### config.mk
export PLATFORM = sky130hd
export DESIGN_NAME = tx_status_gen
export DESIGN_NICKNAME = d
export VERILOG_FILES = /design/src/rtl/tx_intf.sv /design/src/rtl/ack_timeout_cnt.sv /design/src/rtl/tx_status_gen.sv
export SDC_FILE = /design/constraint.sdc
export NUM_CORES = 1
export LEC_CHECK = 0
export BUFFER_PORTS_ARGS = -buffer_cell sky130_fd_sc_hd__buf_2
export CAP_MARGIN = 10
export CORE_ASPECT_RATIO = 0.7
export CORE_UTILIZATION = 57
export CTS_BUF_LIST = sky130_fd_sc_hd__clkbuf_4
export CTS_CLUSTER_DIAMETER = 30
export CTS_CLUSTER_SIZE = 25
export DETAILED_ROUTE_END_ITERATION = 10
export GPL_TIMING_DRIVEN = 0
export PLACE_DENSITY = 0.82
export SYNTH_ARGS = -nofsm -noshare
export SYNTH_HDL_FRONTEND = slang
export SYNTH_HIERARCHICAL = 1
export SYNTH_SLANG_ARGS = --single-unit
export TNS_END_PERCENT = 5
### constraint.sdc
create_clock -name clk -period 2.9 [get_ports clk]
set_clock_uncertainty 0.1 [all_clocks]
set_input_delay 0.435 -clock clk [delete_from_list [all_inputs] [get_ports clk]]
set_output_delay 0.435 -clock clk [all_outputs]
set_load 0.01 [all_outputs]
### src/rtl/tx_intf.sv
// Shared transmit-status definitions: controller state encoding and the
// tx_status field layout, also used by the downstream status FIFO packer.
package tx_intf;

  typedef enum logic [1:0] {
    ST_IDLE     = 2'd0,
    ST_TX       = 2'd1,
    ST_WAIT_ACK = 2'd2,
    ST_RETRY    = 2'd3
  } tx_state_e;

  localparam int STATUS_W  = 5;
  localparam int FAIL_BIT  = 4;
  localparam int RETRY_MSB = 3;
  localparam int RETRY_LSB = 0;
  localparam int RETRY_W   = RETRY_MSB - RETRY_LSB + 1;

  function automatic logic [STATUS_W-1:0] pack_status(input logic fail,
                                                      input logic [RETRY_W-1:0] retry_cnt);
    logic [STATUS_W-1:0] s;
    s = '0;
    s[FAIL_BIT] = fail;
    s[RETRY_MSB:RETRY_LSB] = retry_cnt;
    return s;
  endfunction

endpackage

### src/rtl/ack_timeout_cnt.sv
// ACK wait timer: cleared by load, counts up while enabled, expire when the
// count equals the programmed window (so a window of 0 expires immediately).
module ack_timeout_cnt #(
  parameter int W = 16
) (
  input  logic         clk,
  input  logic         rstn,
  input  logic         load,
  input  logic         enable,
  input  logic [W-1:0] top,
  output logic         expire
);

  logic [W-1:0] count;

  // Saturate rather than wrap if the window is reprogrammed below the count.
  always_ff @(posedge clk or negedge rstn) begin
    if (!rstn)                                count <= '0;
    else if (load)                            count <= '0;
    else if (enable && (count != {W{1'b1}}))  count <= count + 1'b1;
  end

  assign expire = (count == top);

endmodule

### src/rtl/tx_status_gen.sv
// Per-packet transmit controller: tracks attempts, ACK timeouts and retries,
// and reports one registered completion status per packet.
//
// state       | meaning
// ST_IDLE     | no packet open, waiting for first-attempt tx_start
// ST_TX       | PHY attempt on air, waiting for tx_end
// ST_WAIT_ACK | attempt done, ACK window running
// ST_RETRY    | retransmission requested, waiting for tx_start
module tx_status_gen
  import tx_intf::*;
#(
  parameter int TO_W = 16
) (
  input  logic            clk,
  input  logic            rstn,
  input  logic            tx_start,
  input  logic [1:0]      pkt_prio,
  input  logic [9:0]      pkt_sn,
  input  logic            ack_required,
  input  logic            tx_end,
  input  logic            ack_ok,
  input  logic [3:0]      max_retry,
  input  logic [TO_W-1:0] ack_timeout_top,
  output logic            retrans_req,
  output logic            tx_try_complete,
  output logic [4:0]      tx_status,
  output logic [1:0]      linux_prio,
  output logic [9:0]      tx_pkt_sn,
  output logic            proto_err
);

  tx_state_e state, state_nxt;

  logic [1:0] prio_q;
  logic [9:0] sn_q;
  logic       ack_req_q;
  logic [3:0] retry_cnt;

  logic to_load, to_en, to_expire;
  logic latch_pkt, done_nxt, fail_nxt, retrans_nxt, err_nxt;
  logic retry_avail;

  assign retry_avail = (retry_cnt < max_retry);

  ack_timeout_cnt #(.W(TO_W)) u_ack_timeout_cnt (
    .clk    (clk),
    .rstn   (rstn),
    .load   (to_load),
    .enable (to_en),
    .top    (ack_timeout_top),
    .expire (to_expire)
  );

  always_ff @(posedge clk or negedge rstn) begin
    if (!rstn) state <= ST_IDLE;
    else       state <= state_nxt;
  end

  // ack_ok wins over a coincident timeout.
  always_comb begin
    state_nxt = state;
    case (state)
      ST_IDLE:     if (tx_start) state_nxt = ST_TX;
      ST_TX:       if (tx_end) state_nxt = ack_req_q ? ST_WAIT_ACK : ST_IDLE;
      ST_WAIT_ACK: begin
        if (ack_ok)         state_nxt = ST_IDLE;
        else if (to_expire) state_nxt = retry_avail ? ST_RETRY : ST_IDLE;
      end
      ST_RETRY:    if (tx_start) state_nxt = ST_TX;
      default:     state_nxt = ST_IDLE;
    endcase
  end

  always_comb begin
    latch_pkt   = (state == ST_IDLE) && tx_start;
    to_load     = (state == ST_TX) && tx_end && ack_req_q;
    to_en       = (state == ST_WAIT_ACK);
    retrans_nxt = (state == ST_WAIT_ACK) && !ack_ok && to_expire && retry_avail;
    fail_nxt    = (state == ST_WAIT_ACK) && !ack_ok && to_expire && !retry_avail;
    done_nxt    = ((state == ST_TX) && tx_end && !ack_req_q) ||
                  ((state == ST_WAIT_ACK) && ack_ok) || fail_nxt;
    err_nxt     = (tx_start && (state != ST_IDLE) && (state != ST_RETRY)) ||
                  (tx_end && (state != ST_TX)) ||
                  (ack_ok && (state != ST_WAIT_ACK));
  end

  always_ff @(posedge clk or negedge rstn) begin
    if (!rstn) begin
      prio_q    <= '0;
      sn_q      <= '0;
      ack_req_q <= 1'b0;
      retry_cnt <= '0;
    end else if (latch_pkt) begin
      prio_q    <= pkt_prio;
      sn_q      <= pkt_sn;
      ack_req_q <= ack_required;
      retry_cnt <= '0;
    end else if (retrans_nxt) begin
      retry_cnt <= retry_cnt + 4'd1;
    end
  end

  always_ff @(posedge clk or negedge rstn) begin
    if (!rstn) begin
      retrans_req     <= 1'b0;
      tx_try_complete <= 1'b0;
      tx_status       <= '0;
      linux_prio      <= '0;
      tx_pkt_sn       <= '0;
      proto_err       <= 1'b0;
    end else begin
      retrans_req     <= retrans_nxt;
      tx_try_complete <= done_nxt;
      proto_err       <= proto_err | err_nxt;
      if (done_nxt) begin
        tx_status  <= pack_status(fail_nxt, retry_cnt);
        linux_prio <= prio_q;
        tx_pkt_sn  <= sn_q;
      end
    end
  end

endmodule

-- After elaboration in Yosys (flattened, before gate mapping)
Index checks and enable logic that the tools add are counted.
- word-level logic and storage cells: 65
- flip-flop bits (word level): 55
- output and inout bits: 20
- reduce and logical (&&, ||, !) cells: 27
- $add $sub $neg: 2
- magnitude comparators: 1
- bitwise operators: 1
- multiplexer cells: 11
- equality and inequality tests: 11
- operator list (kind ; count):
    2-to-1 mux 16 bit ; 2
    adder 16 x 1 -> 16 bit (second input constant) ; 1
    equality test 16 bit ; 1
    != test 16 bit (second input constant) ; 1
    logical AND 1 bit ; 14
    2-to-1 mux 2 bit ; 6
    2-to-1 mux 4 bit ; 2
    != test 2 bit (second input constant) ; 3
    one-hot mux 2 bit (3 select lines) ; 1
    nonzero test 2 bit ; 3
    adder 4 x 1 -> 4 bit (second input constant) ; 1
    equality test 2 bit (second input constant) ; 2
    logical OR 1 bit ; 4
    less-than comparator 4 bit ; 1
    != test 2 x 1 -> 1 bit (second input constant) ; 2
    zero test 1 bit ; 3
    != test 3 bit (second input constant) ; 1
    AND reduction 3 bit ; 1
    equality test 2 x 1 -> 1 bit (second input constant) ; 1
    zero test 2 bit ; 1
    OR reduction 2 bit ; 1
    bitwise OR 1 bit ; 1

-- Depth between registers and ports, before layout
- word-level depth: 6
- depth in mapped cells: 8
- gate-level depth less buffers: 7

-- Modules after synthesis
Netlist, hierarchy kept.
- modules (own cells, without submodules) (module ; times used ; seq. area each (um2) ; cells each ; area an instance (um2)):
    tx_status_gen ; 1 ; 975.9 ; 127 ; 1773.0
    ack_timeout_cnt ; 1 ; 400.4 ; 117 ; 1057.3

-- Least setup slack after synthesis
OpenSTA, ideal clock, no wires.
- path type: reg2reg
- start point: register state[0]
- end point: register u_ack_timeout_cnt.count[14]
- path buffers: 1
- stages on the path, launching flop included: 8
- setup slack: 803 ps
- library setup time: 78 ps
- period minus slack after synthesis: 2097 ps
- arrival time: 1919 ps
- cells stage by stage: dfrtp_1 > inv_1 > ha_1 > inv_1 > or3_1 > buf_2 > or4_1 > a21oi_1
- elaborated cells between the ends (all ways): 7
- classes of those cells: eq/ne: 2; mux: 1; reduce/logical: 4
- RTL lines (what ; line ; source):
    start: declaration ; tx_status_gen.sv:32 ; tx_state_e state, state_nxt;
    start signal: assignment ; tx_status_gen.sv:56 ; else state <= state_nxt;
    equality test 2 bit ; tx_status_gen.sv:77 ; to_en = (state == ST_WAIT_ACK);
    named net to_en ; tx_status_gen.sv:39 ; logic to_load, to_en, to_expire;
    logical AND 1 bit ; ack_timeout_cnt.sv:20 ; else if (enable && (count != {W{1'b1}})) count <= count + 1'b1;
    nonzero test 2 bit (no source line) ; - ;
    end signal: assignment ; ack_timeout_cnt.sv:20 ;
    end: declaration ; ack_timeout_cnt.sv:14 ; logic [W-1:0] count;
The timed path passes the listed nets, and every way through them passes these cells.
A chain may end at the register's enable or synchronous reset.

-- Worst setup path in the final report
- start point: register u_ack_timeout_cnt.count[12]
- end point: register retry_cnt[3]
- cells in the longest elaborated chain, start to end: 4
- ends and longest elaborated chain (what ; line ; source):
    equality test 16 bit ; ack_timeout_cnt.sv:23 ; assign expire = (count == top);
    named net to_expire ; tx_status_gen.sv:39 ;
    logical AND 1 bit (2 in series) ; tx_status_gen.sv:78 ; retrans_nxt = (state == ST_WAIT_ACK) && !ack_ok && to_expire && retry_avail;
    nonzero test 2 bit (no source line) ; - ;
    end signal: assignment ; tx_status_gen.sv:99 ; retry_cnt <= retry_cnt + 4'd1;
    end: declaration ; tx_status_gen.sv:37 ; logic [3:0] retry_cnt;
The timed path passes the listed nets, and every way through them passes these cells.

==> summary.txt <==
STA
  – Worst Tran Pin Value: 0.688 ns
  – Post-route setup TNS: 0 ns
  – RSZ-0062 raised after global routing: false
  – Period utilization: 88.0%
  – Hold Fails Final Rpt: 0
  – Rel. slew slack: a little over half
  – Fmax: ~390 MHz
  – Post-layout min period: 2.55 ns
  – Max Slew Vio Count: 0
  – Count of final setup violators: 0

Clocking
  – Num CTS Buffers: 5
  – Clock Path Buffers: 2
  – Number of setup buffers added after CTS: 0
  – Root buffer cell: clkbuf_4
  – Clk_lat worst skew: 0.38 ns
  – H-tree levels: 2
  – Worst-path clk slew: 0.17 ns
  – CTS tree: yes
  – Clk sinks: 55

Critical path
  – CP max FO: 6
  – Worst path arrival time: 2.77 ns
  – CP Class: flip-flop to flip-flop
  – Req. time, crit path: 3.12 ns
  – Setup crit start kind: flip-flop
  – CP endpoint kind: flip-flop

Synthesis
  – Post-synth top area share: 48.6%
  – Synth unique cells: between 40 and 50
  – Synth Flop Type: dfrtp_1
  – Synth warnings: 6
  – Cell with the most instances after synthesis: dfrtp_1
  – Avg Inst Size Synth: roughly 12 sq um
  – Sequential share of the synthesized area: 48.6%
  – Synth area leader: dfrtp_1
  – Most instantiated cells after synthesis: 55 x dfrtp_1, 20 x mux2_2, 16 x xnor2_1
  – Synth top area cells: dfrtp_1 49%, mux2_2 8.0%, xnor2_1 5.0%
  – Syn nets: about 290
  – Netlist Area Pre-Place: 2830 sq um
  – Synth Instances: 244
  – Post-synth EDFFs: 0
  – Synth async-reset ratio: between 90% and 100%
  – Yosys reg bits: 55

Global routing
  – All-layer global routing usage: 23.1%
  – Met3 usage: 5.17%
  – First-pass GRT wire length: 9.07 mm
  – Largest net degree at the start of global routing: 56
  – Initial antenna violation count: 0
  – GR peak layer: met2
  – Number of global-route vias before repair: 1887
  – Grt met2 use: 36.1%
  – Grt ovf: 0
  – M1 GR Usage: 32.8%

Die
  – Starting Density: 59.2%
  – Chip Height: between 60 and 70 um
  – Row count: 21
  – Die W: 86.2 um
  – Area of the core: 4780 sq um
  – Full die area: 5260 sq um
  – IO Pins: 58

Route
  – Via/cell ratio: 5.51
  – WL final: roughly 5.6 mm
  – Drt first pass iters: 4
  – Via count: 2095
  – DRT antenna net count: 0
  – # DRC: 0
  – Initial DRC count: 190
  – Routed WL per cell: 14.7 um

Pwr
  – Pwr Density: 784 nW/um^2
  – Leak: around 1.6 nW
  – VDD IR-drop max: 0.526 mV

Cells and area
  – # diodes: 0
  – Area growth syn-to-layout: 17.2%
  – Fill cells: 377
  – Layout cells sized above 1: 35.7%
  – Nets: ~360
  – Final core area utilization: 69.3%

Placement
  – GPL Wtd Cong: 0.792
  – IO Port Bufs: 57
  – HPWL after DPL: about 4.2 mm

Hold path
  – Min-Delay Path Class: primary input to flip-flop

Status
  – Outcome: finished, final reports clean

Run
  – Max_cap viols: 0
-- area by class of cell --
type / count / area [sq um] / area share [%]
repair buffers: 59 / 315 / 9.51
clock buffers: 5 / 37.5 / 1.13
multi-input cells: 166 / 1340 / 40.4
well taps: 69 / 86.3 / 2.60
plain buffers: 10 / 66.3 / 2.00
inverters: 13 / 48.8 / 1.47
flip-flops and latches: 55 / 1380 / 41.5
clock inverters: 3 / 46.3 / 1.40
-- metrics by stage --
stage / cells / setup WS [ns] / hold slack (ns) / area, sq um / total power [mW]
6_report: 380 / 0.349 / 0.176 / 3320 / 2.60
3_5_place_dp: 370 / 0.326 / 0.360 / 3200 / 2.18
2_1_floorplan: 244 / 0.803 / 0.0394 / 2830 / 1.88
5_1_grt: 380 / 0.0430 / 0.142 / 3320 / 2.78
3_3_place_gp: 370 / 0.345 / 0.355 / 3200 / 2.13
4_1_cts: 378 / 0.343 / 0.159 / 3290 / 2.61
-- cells by family (layout without fill, tap and decap cells) --
| logic type | count (synthesis) | count (layout) | share of synthesized area, % |
|---|---|---|---|
| flip-flops | 55 | 55 | 48.6 |
| adder cells (fa/ha/maj) | 10 | 10 | 4.42 |
| multiplexers | 34 | 34 | 14.5 |
| buffers and inverters | 23 | 90 | 4.07 |
| XOR/XNOR | 19 | 19 | 5.88 |
| AND/OR/NAND/NOR | 61 | 61 | 12.0 |
| AO/OA/AOI/OAI | 42 | 42 | 10.5 |
-- critical path: stages, from the launching register on --
cell and delay, ns:
dfrtp_1 0.49, xnor2_1 0.19, nand4_1 0.14, nor4_1 0.47, and3b_2 0.33, o211ai_1 0.23, or3_1 0.41, a21oi_1 0.14
-- state kept, by name (all words and copies together), names as in the netlist --
name and count:
linux_prio 2, u_ack_timeout_cnt/count 16, sn_q 10, retrans_req 1
retry_cnt 4, state 2, proto_err 1, prio_q 2
ack_req_q 1, tx_status 5, tx_try_complete 1, tx_pkt_sn 10
-- metal layers --
| metal | vias up | wire, um |
|---|---|---|
| met5 | - | 0 |
| met4 | 0 | 49 |
| met3 | 4 | 330 |
| met2 | 70 | 2540 |
| met1 | 1015 | 2670 |
| li1 | 1006 | - |
-- cells in the final DEF (no fill, tap or decap), types with 2 or more instances in the layout --
| cell | instances |
|---|---|
| and3_1 | 2 |
| buf_12 | 2 |
| clkbuf_1 | 3 |
| mux2i_1 | 5 |
| ha_1 | 10 |
| xnor2_1 | 16 |
| nand2_1 | 8 |
| nand4_1 | 8 |
| or4_1 | 3 |
| mux2_4 | 9 |
| o31ai_1 | 3 |
| inv_1 | 13 |
| nor2_1 | 13 |
| dfrtp_1 | 55 |
| nand3_1 | 7 |
| nand2b_1 | 3 |
| mux2_2 | 20 |
| buf_2 | 61 |
| xor2_1 | 3 |
| nor4_1 | 2 |
| clkbuf_4 | 5 |
| or3_1 | 7 |
| nor3_1 | 2 |
| buf_4 | 2 |
| a21oi_1 | 11 |
| o21ai_0 | 10 |
-- timing repair --
action	4_1_cts	5_1_grt
resized for setup	0	0
endpoints found under the hold margin	0	24
setup endpoints to repair	0	0
hold buffers	0	1
-- worst paths after layout --
check	from	end	slack, ns	cells past startpoint
setup / recovery	u_ack_timeout_cnt/count[12]	retry_cnt[3]	0.35	7
hold / removal	ack_required	ack_req_q	0.18	2
setup reg to reg	u_ack_timeout_cnt/count[12]	retry_cnt[3]	0.35	7
hold reg to reg	proto_err	proto_err	0.39	1
max in group asynchronous	rstn	u_ack_timeout_cnt/count[2]	1.69	3
min in group asynchronous	rstn	tx_status[0]	0.45	2
-- where the power goes --
part	leakage, nW	switching, mW	internal [mW]
Sequential	0.701	0.189	1.02
Combinational	0.827	0.451	0.511
Clock	0.0418	0.248	0.185
Note: power is estimated with default switching activity, not from simulation.
